==> config.mk <==
export PLATFORM = sky130hd
export DESIGN_NAME = mem_bus_arbiter
export DESIGN_NICKNAME = d
export VERILOG_FILES = /design/src/rtl/mem_bus_arbiter.sv
export SDC_FILE = /design/constraint.sdc
export NUM_CORES = 1
export LEC_CHECK = 0
export ABC_AREA = 1
export BUFFER_PORTS_ARGS = -buffer_cell sky130_fd_sc_hd__buf_4
export CORE_MARGIN = 2
export CORE_UTILIZATION = 45
export DETAILED_ROUTE_END_ITERATION = 8
export PLACE_DENSITY_LB_ADDON = 0.15
export SETUP_SLACK_MARGIN = 0.05
export SYNTH_ARGS = -nofsm -noshare
export SYNTH_HDL_FRONTEND = slang
export SYNTH_SLANG_ARGS = --single-unit
==> constraint.sdc <==
create_clock -name __clk -period 1.59 [get_ports __clk]
set_clock_uncertainty 0.1 [all_clocks]
set_input_delay 0.318 -clock __clk [delete_from_list [all_inputs] [get_ports __clk]]
set_output_delay 0.318 -clock __clk [all_outputs]
set_load 0.05 [all_outputs]
==> src/rtl/mem_bus_arbiter.sv <==
// mem_bus_arbiter
//   Shares one memory port between the instruction-fetch unit (f_*) and the
//   load/store unit (d_*). One transaction is in flight at a time. Simultaneous
//   requests alternate round-robin. Misaligned or illegal-size accesses are
//   rejected without touching memory. A Busy watchdog aborts a transaction
//   that never receives mem_ack.
//
// Ports
//   __clk, __rst_n      clock, async active-low reset
//   f_req/f_addr        fetch request (word read only)
//   f_done/f_err        one-cycle completion / error pulses, f_rdata read data
//   d_req/d_addr/d_wdata/d_we/d_size   data request
//   d_done/d_err        one-cycle completion / error pulses, d_rdata load data
//   mem_req/mem_addr/mem_wdata/mem_we/mem_size   memory request (level)
//   mem_ack/mem_rdata   memory completion and read data
//   busy                any state other than StIdle
//   owner               last or current grant, 0 = data, 1 = fetch
//
// state  | meaning
// StIdle | waiting for a request, arbitration happens here
// StBusy | grant latched; memory access running, or a rejected access
//        | spending its single Busy cycle with mem_req low
// StDone | done/err pulse visible for this cycle, requests ignored
module mem_bus_arbiter #(
    parameter int ADDR_W  = 32,
    parameter int DATA_W  = 32,
    parameter int TIMEOUT = 16
) (
    input  logic              __clk,
    input  logic              __rst_n,
    input  logic              f_req,
    input  logic [ADDR_W-1:0] f_addr,
    output logic              f_done,
    output logic              f_err,
    output logic [DATA_W-1:0] f_rdata,
    input  logic              d_req,
    input  logic [ADDR_W-1:0] d_addr,
    input  logic [DATA_W-1:0] d_wdata,
    input  logic              d_we,
    input  logic [1:0]        d_size,
    output logic              d_done,
    output logic              d_err,
    output logic [DATA_W-1:0] d_rdata,
    output logic              mem_req,
    output logic [ADDR_W-1:0] mem_addr,
    output logic [DATA_W-1:0] mem_wdata,
    output logic              mem_we,
    output logic [1:0]        mem_size,
    input  logic              mem_ack,
    input  logic [DATA_W-1:0] mem_rdata,
    output logic              busy,
    output logic              owner
);

    typedef enum logic [1:0] {StIdle, StBusy, StDone} state_t;

    // Down-counter width; at least one bit so TIMEOUT of 0 or 1 still elaborates.
    localparam int TW = (TIMEOUT > 1) ? $clog2(TIMEOUT + 1) : 1;

    state_t            state;
    logic              cur_f;      // current grantee is fetch
    logic              reject;     // latched access failed the alignment check
    logic [TW-1:0]     tmo_cnt;

    logic              gnt_f;
    logic [ADDR_W-1:0] sel_addr;
    logic [DATA_W-1:0] sel_wdata;
    logic              sel_we;
    logic [1:0]        sel_size;
    logic              sel_bad;

    // On a tie the requester that did not win last time gets the port.
    always_comb begin
        gnt_f = f_req;
        if (f_req && d_req) begin
            gnt_f = ~owner;
        end
    end

    always_comb begin
        sel_addr  = gnt_f ? f_addr : d_addr;
        sel_wdata = gnt_f ? '0 : d_wdata;
        sel_we    = gnt_f ? 1'b0 : d_we;
        sel_size  = gnt_f ? 2'd2 : d_size;
        sel_bad   = 1'b0;
        case (sel_size)
            2'd1:    sel_bad = sel_addr[0];
            2'd2:    sel_bad = (sel_addr[1:0] != 2'b00);
            2'd3:    sel_bad = 1'b1;
            default: sel_bad = 1'b0;
        endcase
    end

    assign busy = (state != StIdle);

    always_ff @(posedge __clk or negedge __rst_n) begin
        if (!__rst_n) begin
            state     <= StIdle;
            cur_f     <= 1'b0;
            reject    <= 1'b0;
            tmo_cnt   <= '0;
            owner     <= 1'b0;
            f_done    <= 1'b0;
            f_err     <= 1'b0;
            f_rdata   <= '0;
            d_done    <= 1'b0;
            d_err     <= 1'b0;
            d_rdata   <= '0;
            mem_req   <= 1'b0;
            mem_addr  <= '0;
            mem_wdata <= '0;
            mem_we    <= 1'b0;
            mem_size  <= 2'd0;
        end else begin
            f_done <= 1'b0;
            f_err  <= 1'b0;
            d_done <= 1'b0;
            d_err  <= 1'b0;
            case (state)
                StIdle: begin
                    if (f_req || d_req) begin
                        owner     <= gnt_f;
                        cur_f     <= gnt_f;
                        mem_addr  <= sel_addr;
                        mem_wdata <= sel_wdata;
                        mem_we    <= sel_we;
                        mem_size  <= sel_size;
                        reject    <= sel_bad;
                        mem_req   <= ~sel_bad;
                        tmo_cnt   <= TW'(TIMEOUT);
                        state     <= StBusy;
                    end
                end
                StBusy: begin
                    if (reject) begin
                        // mem_req never rose, so any mem_ack here is stray.
                        reject <= 1'b0;
                        f_err  <= cur_f;
                        d_err  <= ~cur_f;
                        state  <= StDone;
                    end else if (mem_ack) begin
                        // Ack beats a coincident timeout expiry.
                        mem_req <= 1'b0;
                        if (!mem_we) begin
                            if (cur_f) f_rdata <= mem_rdata;
                            else       d_rdata <= mem_rdata;
                        end
                        f_done <= cur_f;
                        d_done <= ~cur_f;
                        state  <= StDone;
                    end else if ((TIMEOUT != 0) && (tmo_cnt == TW'(1))) begin
                        mem_req <= 1'b0;
                        f_err   <= cur_f;
                        d_err   <= ~cur_f;
                        state   <= StDone;
                    end else if (tmo_cnt != '0) begin
                        tmo_cnt <= tmo_cnt - TW'(1);
                    end
                end
                StDone: begin
                    state <= StIdle;
                end
                default: begin
                    state <= StIdle;
                end
            endcase
        end
    end

endmodule

==> impl_metrics.csv, run 1 <==
group,metric,value,unit
placed_design,place_congestion,0.8147,
synthesis,muxShareOfSynthArea,0,
setup_path,required,1170,ps
floorplanning,die_w,118.5,µm
cells_and_area,final_cell_mix,"buf_4 (282), nand2_1 (194), dfrtp_1 (143)",
grt,gr-total-overflow,0,
floorplanning,start_util,0.4639,
grt,grt_pass1_vias,5591,
synthesis,yosys_register_bits,145,
cts,cts_tree,"yes",
grt,antenna_found_initial,0,
placed_design,dp_hpwl,12360,µm
synthesis,yosys.area_share.simple,0.1946,
detailed_routing,drtPass1Iterations,6,
cells_and_area,final_util,0.7134,
cells_and_area,multiInputGateArea,2028,µm²
synthesis,synth_top_family_by_area,"simple AND/OR/NAND/NOR gates",
synthesis,synth.top_cells.by_area,"dfrtp_1 (61%), nand2_1 (13%), a22o_1 (4.7%), o21ai_0 (3.2%), o21ai_1 (3.2%)",
power_and_ir_drop,p_per_area,2559,nW/µm²
timing,worst_slew_pin_slew,390.3,ps
synthesis,yosysSeqAreaShare,0.6148,
cells_and_area,antennaDiodeCount,0,
floorplanning,rows,41,
synthesis,synth_top_area_frac,0.6148,
synthesis,syn-cell-area,5902,µm²
timing,setup_viol,0,
cells_and_area,layout_commonest_cell,"buf_4",
setup_path,crit_fanout,2,
detailed_routing,post-route-drc-count,0,
cts,cts_sinks,145,
placed_design,post-place-ws,-15.14,ps
worst_hold_path,hp-class,"in2reg",
timing,slew_violations,0,
detailed_routing,route.final.wire_length,17170,µm
detailed_routing,drtIter0Drc,350,
floorplanning,die_h,118.5,µm
grt,grt_pass1_wl,27490,µm
run_status,status,"finished, final reports clean",
cells_and_area,nNetsFinal,1053,
timing,finalCriticalPeriod,1519,ps
cts,clk_pin_slew,60,ps
setup_path,end_kind,"output port",
placed_design,port_buffers,273,
timing,maxSlewHeadroom,0.7398,
timing,rsz0062_at_grt,"true",
grt,gr-usage-all-layers,0.2486,
cells_and_area,regArea,3631,µm²
cts,insertion_delay,420,ps
flow_run,cap_violations,0,
detailed_routing,wl_per_cell,15.63,µm
grt,grt_max_degree,44,
synthesis,synth_xor_xnor_area_share,0.001484,
cells_and_area,fillerInstances,981,
power_and_ir_drop,leakage,4.835,nW
detailed_routing,vias_per_cell,5.022,
cts,cts.htree.levels,4,
timing,setup_slack,71.49,ps
floorplanning,fp.coreArea,12720,µm²
synthesis,yosysTopAreaCell,"dfrtp_1",
setup_path,rrSetupSlack,120,ps
setup_path,arrival,1100,ps
cells_and_area,drive_gt1_frac,0.3905,
synthesis,synth-compound-area-share,0.1340,
synthesis,yosysWarnings,0,
setup_path,criticalPathCategory,"reg2out",
cts,cts_buffer_depth,2,
synthesis,syn_inst,619,
synthesis,syn_nets,757,
detailed_routing,ant_nets,0,
cts,cts_inserted_buffers,17,
timing,hold_violations,0,
synthesis,avgSynthCellArea,9.535,µm²
timing,period_share,0.9550,
timing,max_freq,658.5,MHz
cts,clockRootBuffer,"clkbuf_16",
floorplanning,die_area,14050,µm²
power_and_ir_drop,irDropWorstVdd,1.421,mV
synthesis,synth_fa_ha_area_frac,0.004240,
floorplanning,boundaryPins,274,
cells_and_area,areaGrowthSynthToFinish,53.78,%
setup_path,critPathLaunchType,"flip-flop",
synthesis,yosysUniqueCellTypes,25,
detailed_routing,dr_total_vias,5519,
[area by class of cell]
class,count,area share
Multi-Input combinational cell,409,0.2235
Sequential cell,145,0.4001
Tap cell,172,0.02371
Clock inverter,11,0.01268
Inverter,31,0.01420
Clock buffer,20,0.04921
Timing Repair Buffer,311,0.2767
[per-stage QoR]
step	TNS [ps]	cell area, µm²	std cells	total power, mW	hold WS [ps]
final	0	9076	1099	23.23	17.01
after global routing	0	9076	1099	24.34	1.403
after global placement	0	8254	1051	18.99	158.2
after floorplan	0	5912	619	14.95	-77.59
after detailed placement	-17.43	8254	1051	19.24	151.2
after CTS	0	8960	1095	23.18	0.5542
[cells by family after synthesis]
group | Yosys count
simple gates | 282
buf+inv | 65
flops | 145
xor+xnor | 1
compound gates | 124
fa+ha+maj | 2
[worst max-delay path, stage by stage (launching register included)]
cell	delay (ps)
dfrtp_1	380
inv_2	80
nand2_4	70
buf_8	150
[layer usage]
layer	GRT usage	routed length, µm	vias to the layer above
met4	0.1004	334	0
li1	-	-	2607
met1	0.2900	6692	2643
met2	0.4195	8847	241
met3	0.08542	1299	28
met5	0	0	-
[cells in the mapped netlist (all sizes together)]
| cell | number |
|---|---|
| a21boi | 1 |
| a21oi | 1 |
| a22o | 32 |
| a31oi | 2 |
| buf | 23 |
| clkbuf | 11 |
| clkinv | 1 |
| dfrtp | 145 |
| ha | 2 |
| inv | 30 |
| nand2 | 202 |
| nand3 | 34 |
| nand3b | 2 |
| nor2 | 42 |
| nor3 | 2 |
| o21ai | 88 |
| xnor2 | 1 |
[path summary, 6_finish.rpt]
path,from,endpoint,cells past startpoint
hold reg to reg,f_rdata[15]$_DFFE_PN0P_,f_rdata[15]$_DFFE_PN0P_,2
setup / recovery,state[1]$_DFFE_PN0P_,busy,3
hold / removal,d_wdata[3],mem_wdata[3]$_DFFE_PN0P_,2
setup reg to reg,tmo_cnt[0]$_DFFE_PN0P_,tmo_cnt[1]$_DFFE_PN0P_,10
min in group asynchronous,__rst_n,d_rdata[0]$_DFFE_PN0P_,2
max in group asynchronous,__rst_n,mem_addr[29]$_DFFE_PN0P_,3
[sequential cells by signal, indices dropped and copies added (netlist names), 2 cells and up]
signal     cells
d_rdata       32
f_rdata       32
mem_addr      32
mem_wdata     32
tmo_cnt        5
mem_size       2
state          2
[report_power, final]
group | leakage, nW | switching (mW) | internal [mW]
Combinational | 2.74 | 9.00 | 3.94
Sequential | 1.83 | 1.07 | 5.42
Clock | 0.267 | 1.47 | 2.32
Total | 4.84 | 11.5 | 11.7
[what timing repair did]
item	CTS	global route
setup endpoints to repair	41	107
endpoints found under the hold margin	44	2
resized for setup	6	26
pin swaps	0	3
hold buffers	13	2
buffers inserted	0	2
No activity file was read; power rests on OpenSTA's default activity.
==> run 2: changes to the inputs <==
--- a/config.mk
+++ b/config.mk
@@ -8,10 +8,11 @@
 export ABC_AREA = 1
 export BUFFER_PORTS_ARGS = -buffer_cell sky130_fd_sc_hd__buf_4
 export CORE_MARGIN = 2
-export CORE_UTILIZATION = 45
+export CORE_UTILIZATION = 47
 export DETAILED_ROUTE_END_ITERATION = 8
 export PLACE_DENSITY_LB_ADDON = 0.15
 export SETUP_SLACK_MARGIN = 0.05
 export SYNTH_ARGS = -nofsm -noshare
 export SYNTH_HDL_FRONTEND = slang
 export SYNTH_SLANG_ARGS = --single-unit
+export TNS_END_PERCENT = 100
==> impl_metrics.csv, run 2 (synthesis results as in run 1) <==
group,metric,value,unit
cells_and_area,antennaDiodeCount,0,
cells_and_area,final_util,0.7488,
cts,cts_buffer_depth,2,
timing,max_freq,636.3,MHz
power_and_ir_drop,irDropWorstVdd,1.309,mV
setup_path,end_kind,"flip-flop",
detailed_routing,wl_per_cell,16.45,µm
floorplanning,fp.coreArea,12110,µm²
cells_and_area,regArea,3631,µm²
timing,rsz0062_at_grt,"true",
setup_path,max_stage_delay,420,ps
worst_hold_path,hp-class,"in2reg",
cts,cts_tree,"yes",
cells_and_area,nNetsFinal,1050,
cts,cts.htree.levels,4,
timing,worst_slew_pin_slew,351.9,ps
run_status,status,"finished, final reports clean",
cells_and_area,drive_gt1_frac,0.4076,
timing,fin_hold_ws,16.13,ps
flow_run,cap_violations,0,
placed_design,dp.cells,1047,
grt,gr-total-overflow,0,
timing,period_share,0.9885,
cts,cts_inserted_buffers,17,
floorplanning,rows,40,
floorplanning,die_area,13470,µm²
detailed_routing,drtPass1Iterations,5,
placed_design,dp_hpwl,12380,µm
grt,grt_max_degree,47,
cells_and_area,final_cell_mix,"buf_4 (285), nand2_1 (181), dfrtp_1 (143)",
setup_path,arrival,1770,ps
detailed_routing,ant_nets,0,
floorplanning,die_h,116.1,µm
timing,setup_slack,18.35,ps
placed_design,post-place-ws,-30.01,ps
timing,setup_viol,0,
cells_and_area,layout.cells.non_filler,1093,
placed_design,place_congestion,0.8855,
cells_and_area,multiInputGateArea,2068,µm²
setup_path,crit_fanout,11,
cts,clockRootBuffer,"clkbuf_16",
timing,setup-tns-final,0,ps
power_and_ir_drop,finalPower,23.23,mW
detailed_routing,post-route-drc-count,0,
setup_path,cp_common_cell,"nand2_4",
cts,clk_pin_slew,60,ps
cts,cts_sinks,145,
detailed_routing,vias_per_cell,5.116,
setup_path,required,1790,ps
detailed_routing,route.final.wire_length,17980,µm
timing,finalCriticalPeriod,1572,ps
grt,antenna_found_initial,0,
detailed_routing,dr_total_vias,5592,
detailed_routing,drtIter0Drc,455,
timing,hold_violations,0,
setup_path,crit_chain,"inv_2 > nand2_4 > nor3_4 > nand2_4 > clkbuf_16 > nand2_1 > o21ai_2",
setup_path,critPathTopFamily,"simple AND/OR/NAND/NOR gates",
timing,slew_violations,0,
cells_and_area,fillerInstances,841,
grt,gr-usage-all-layers,0.2541,
setup_path,path_buf_inv,2,
setup_path,crit_slowest_cell,"dfrtp_1",
placed_design,place_area,8237,µm²
power_and_ir_drop,leakage,4.846,nW
cts,insertion_delay,410,ps
timing,maxSlewHeadroom,0.7654,
grt,grt_pass1_vias,5294,
cells_and_area,areaGrowthSynthToFinish,53.66,%
placed_design,port_buffers,273,
floorplanning,boundaryPins,274,
power_and_ir_drop,p_per_area,2562,nW/µm²
setup_path,critPathLaunchType,"flip-flop",
setup_path,criticalPathCategory,"reg2reg",
cells_and_area,layout_commonest_cell,"buf_4",
floorplanning,start_util,0.4873,
floorplanning,die_w,116.1,µm
grt,grt_pass1_wl,26310,µm
cells_and_area,fin_area,9069,µm²
run 2: cell types whose count changed in the layout (fill, tap and decap cells not counted), moves of 4 or more:
cell and delta:
nand2_2 +11, nand2_1 -13, dlygate4sd3_1 -8, clkbuf_1 +4
run 2: power breakdown:
group	leakage [nW]	internal (mW)	switching (mW)	total, mW
registers	1.83	5.42	1.09	6.51
logic	2.76	4.01	9.11	13.1
clock network	0.261	2.15	1.45	3.60
total	4.85	11.6	11.7	23.2
run 2: routing by layer:
layer	vias to the layer above	part of all wire	global-route usage
li1	2614	-	-
met1	2688	0.39	0.3143
met2	256	0.51	0.4214
met3	34	0.074	0.07165
met4	0	0.025	0.1063
met5	-	0	0
run 2: timing repair:
| action | in CTS | in global routing |
|---|---|---|
| gates cloned | 0 | 4 |
| gates resized for setup | 6 | 35 |
| setup buffers | 1 | 2 |
| hold endpoints to repair | 36 | 0 |
| pin swaps | 0 | 5 |
| setup endpoints to repair | 48 | 73 |
| hold buffers | 7 | 0 |
run 2: worst paths after layout:
check	cells after the start	slack [ps]	to	from
max	7	20	f_rdata[26]$_DFFE_PN0P_	reject$_DFFE_PN0P_
min	2	20	mem_wdata[11]$_DFFE_PN0P_	d_wdata[11]
max reg2reg	7	20	f_rdata[26]$_DFFE_PN0P_	reject$_DFFE_PN0P_
min reg2reg	2	370	f_rdata[8]$_DFFE_PN0P_	f_rdata[8]$_DFFE_PN0P_
max in group asynchronous	3	580	cur_f$_DFFE_PN0P_	__rst_n
min in group asynchronous	2	270	f_rdata[10]$_DFFE_PN0P_	__rst_n
run 2: area by class of cell:
type	count	share of cell area
clock inverter	5	0.003035
sequential	145	0.4004
tap	168	0.02318
clock buffer	27	0.05546
multi-input combinational	409	0.2281
timing repair buffer	308	0.2757
inverter	31	0.01421
run 2: worst reg2reg max path, stage by stage, from the launching register on:
cell and delay [ps]:
dfrtp_1 420, inv_2 120, nand2_4 80, nor3_4 280, nand2_4 140, clkbuf_16 200, nand2_1 70, o21ai_2 50
==> run 3: changes to the inputs <==
--- a/config.mk
+++ b/config.mk
@@ -7,8 +7,11 @@
 export LEC_CHECK = 0
 export ABC_AREA = 1
 export BUFFER_PORTS_ARGS = -buffer_cell sky130_fd_sc_hd__buf_4
+export CAP_MARGIN = 15
+export CELL_PAD_IN_SITES_DETAIL_PLACEMENT = 0
+export CELL_PAD_IN_SITES_GLOBAL_PLACEMENT = 1
 export CORE_MARGIN = 2
-export CORE_UTILIZATION = 47
+export CORE_UTILIZATION = 34
 export DETAILED_ROUTE_END_ITERATION = 8
 export PLACE_DENSITY_LB_ADDON = 0.15
 export SETUP_SLACK_MARGIN = 0.05
==> impl_metrics.csv, run 3 (synthesis results as in run 1) <==
group,metric,value,unit
run_status,status,"finished, final reports clean",
grt,gr-usage-all-layers,0.1897,
cells_and_area,final_cell_mix,"buf_4 (293), nand2_1 (194), dfrtp_1 (143)",
grt,gr-total-overflow,0,
setup_path,rrSetupSlack,100,ps
floorplanning,die_w,135.8,µm
cts,cts.htree.levels,4,
detailed_routing,post-route-drc-count,0,
timing,setup-tns-final,0,ps
setup_path,critPathLaunchType,"flip-flop",
cells_and_area,antennaDiodeCount,0,
cells_and_area,drive_gt1_frac,0.3950,
grt,grt_pass1_wl,27210,µm
cells_and_area,final_util,0.5541,
floorplanning,boundaryPins,274,
setup_path,crit_start,"state[0]$_DFFE_PN0P_",
setup_path,required,1170,ps
timing,period_share,0.9437,
detailed_routing,wl_per_cell,15.02,µm
floorplanning,die_h,135.8,µm
power_and_ir_drop,irDropWorstVdd,1.038,mV
cells_and_area,fillerInstances,1524,
power_and_ir_drop,finalPower,24.11,mW
detailed_routing,wl_met3,1449,µm
timing,setup_viol,0,
timing,hold_violations,0,
floorplanning,die_area,18430,µm²
placed_design,place_congestion,0.7887,
placed_design,port_buffers,273,
detailed_routing,drtPass1Iterations,5,
grt,grt_pass1_vias,5345,
timing,max_freq,666.5,MHz
detailed_routing,vias_per_cell,4.648,
detailed_routing,wl_met1,7386,µm
power_and_ir_drop,leakage,5.000,nW
detailed_routing,dr_total_vias,5471,
cts,clockRootBuffer,"clkbuf_16",
setup_path,arrival,1080,ps
cts,cts_tree,"yes",
placed_design,place_area,8368,µm²
detailed_routing,wl_met2,8589,µm
detailed_routing,highest_layer,"met4",
flow_run,cap_violations,0,
cts,cts_sinks,145,
timing,setup_slack,89.51,ps
cells_and_area,fin_area,9484,µm²
timing,rsz0062_at_grt,"true",
cts,insertion_delay,410,ps
timing,finalCriticalPeriod,1500,ps
setup_path,crit_fanout,2,
floorplanning,rows,48,
placed_design,post-place-ws,-25.86,ps
placed_design,dp_hpwl,12650,µm
detailed_routing,ant_nets,0,
cells_and_area,areaGrowthSynthToFinish,60.70,%
detailed_routing,drtIter0Drc,299,
worst_hold_path,hold_start,"mem_rdata[8]",
cts,clk_pin_slew,60,ps
setup_path,criticalPathCategory,"reg2out",
cells_and_area,layout_commonest_cell,"buf_4",
timing,maxSlewHeadroom,0.7156,
timing,slew_violations,0,
timing,worst_slew_pin_slew,426.5,ps
cells_and_area,nNetsFinal,1077,
worst_hold_path,hp-class,"in2reg",
floorplanning,start_util,0.3448,
grt,antenna_found_initial,0,
detailed_routing,route.final.wire_length,17680,µm
power_and_ir_drop,p_per_area,2542,nW/µm²
setup_path,rr_startpoint,"reject$_DFFE_PN0P_",
grt,grt_max_degree,44,
floorplanning,fp.coreArea,17120,µm²
cts,cts_inserted_buffers,17,
setup_path,end_kind,"output port",
cts,cts_buffer_depth,2,
run 3: cell count changes in the layout (fill, tap and decap cells not counted), sizes merged:
| cell | change |
|---|---|
| clkbuf | -8 |
| inv | +2 |
| buf | +8 |
| bufinv | +6 |
| clkinv | -2 |
| dlygate4sd3 | +21 |
run 3: final timing paths:
kind | end | depth (start not counted)
setup reg to reg | d_rdata[7]$_DFFE_PN0P_ | 8
max in group asynchronous | f_rdata[9]$_DFFE_PN0P_ | 3
hold reg to reg | f_rdata[16]$_DFFE_PN0P_ | 2
hold / removal | d_rdata[8]$_DFFE_PN0P_ | 3
min in group asynchronous | f_rdata[23]$_DFFE_PN0P_ | 2
setup / recovery | busy | 3
run 3: what timing repair did:
item                                    in CTS  in global routing
pin swaps                                    0                  7
setup buffers                                2                  3
hold buffers                                28                  0
endpoints found under the hold margin       64                  0
cloned                                       0                  1
resized for setup                            6                 24
endpoints found under the setup margin      41                126
run 3: stage by stage:
stage | hold WS (ps) | cells
2_1_floorplan | -77.59 | 619
3_5_place_dp | 171.8 | 1112
3_3_place_gp | 171.5 | 1112
4_1_cts | 1.391 | 1173
6_report | 24.49 | 1177
5_1_grt | 4.156 | 1177
run 3: report_power, final:
group	total (mW)	switching [mW]	internal [mW]
clock	4.60	1.51	3.09
sequential	6.45	1.04	5.41
combinational	13.1	9.03	4.03
total	24.1	11.6	12.5
run 3: metal layers:
metal  vias to the layer above  GRT usage
li1                       2672          -
met1                      2570     0.2426
met2                       209     0.3036
met3                        20    0.06173
met4                         0    0.06597
met5                         -          0
run 3: cell type report:
| type | instances | area (µm²) | area share |
|---|---|---|---|
| multi-input cells | 409 | 2036 | 0.2146 |
| inverters | 31 | 126.4 | 0.01332 |
| clock inverters | 11 | 222.7 | 0.02348 |
| well taps | 225 | 281.5 | 0.02968 |
| flip-flops and latches | 145 | 3631 | 0.3828 |
| clock buffers | 21 | 470.5 | 0.04960 |
| repair buffers | 335 | 2716 | 0.2864 |
run 3: critical path, stage by stage, from the launching register on:
cell and delay [ps]:
dfrtp_1 400, inv_2 70, nand2_4 60, buf_6 150
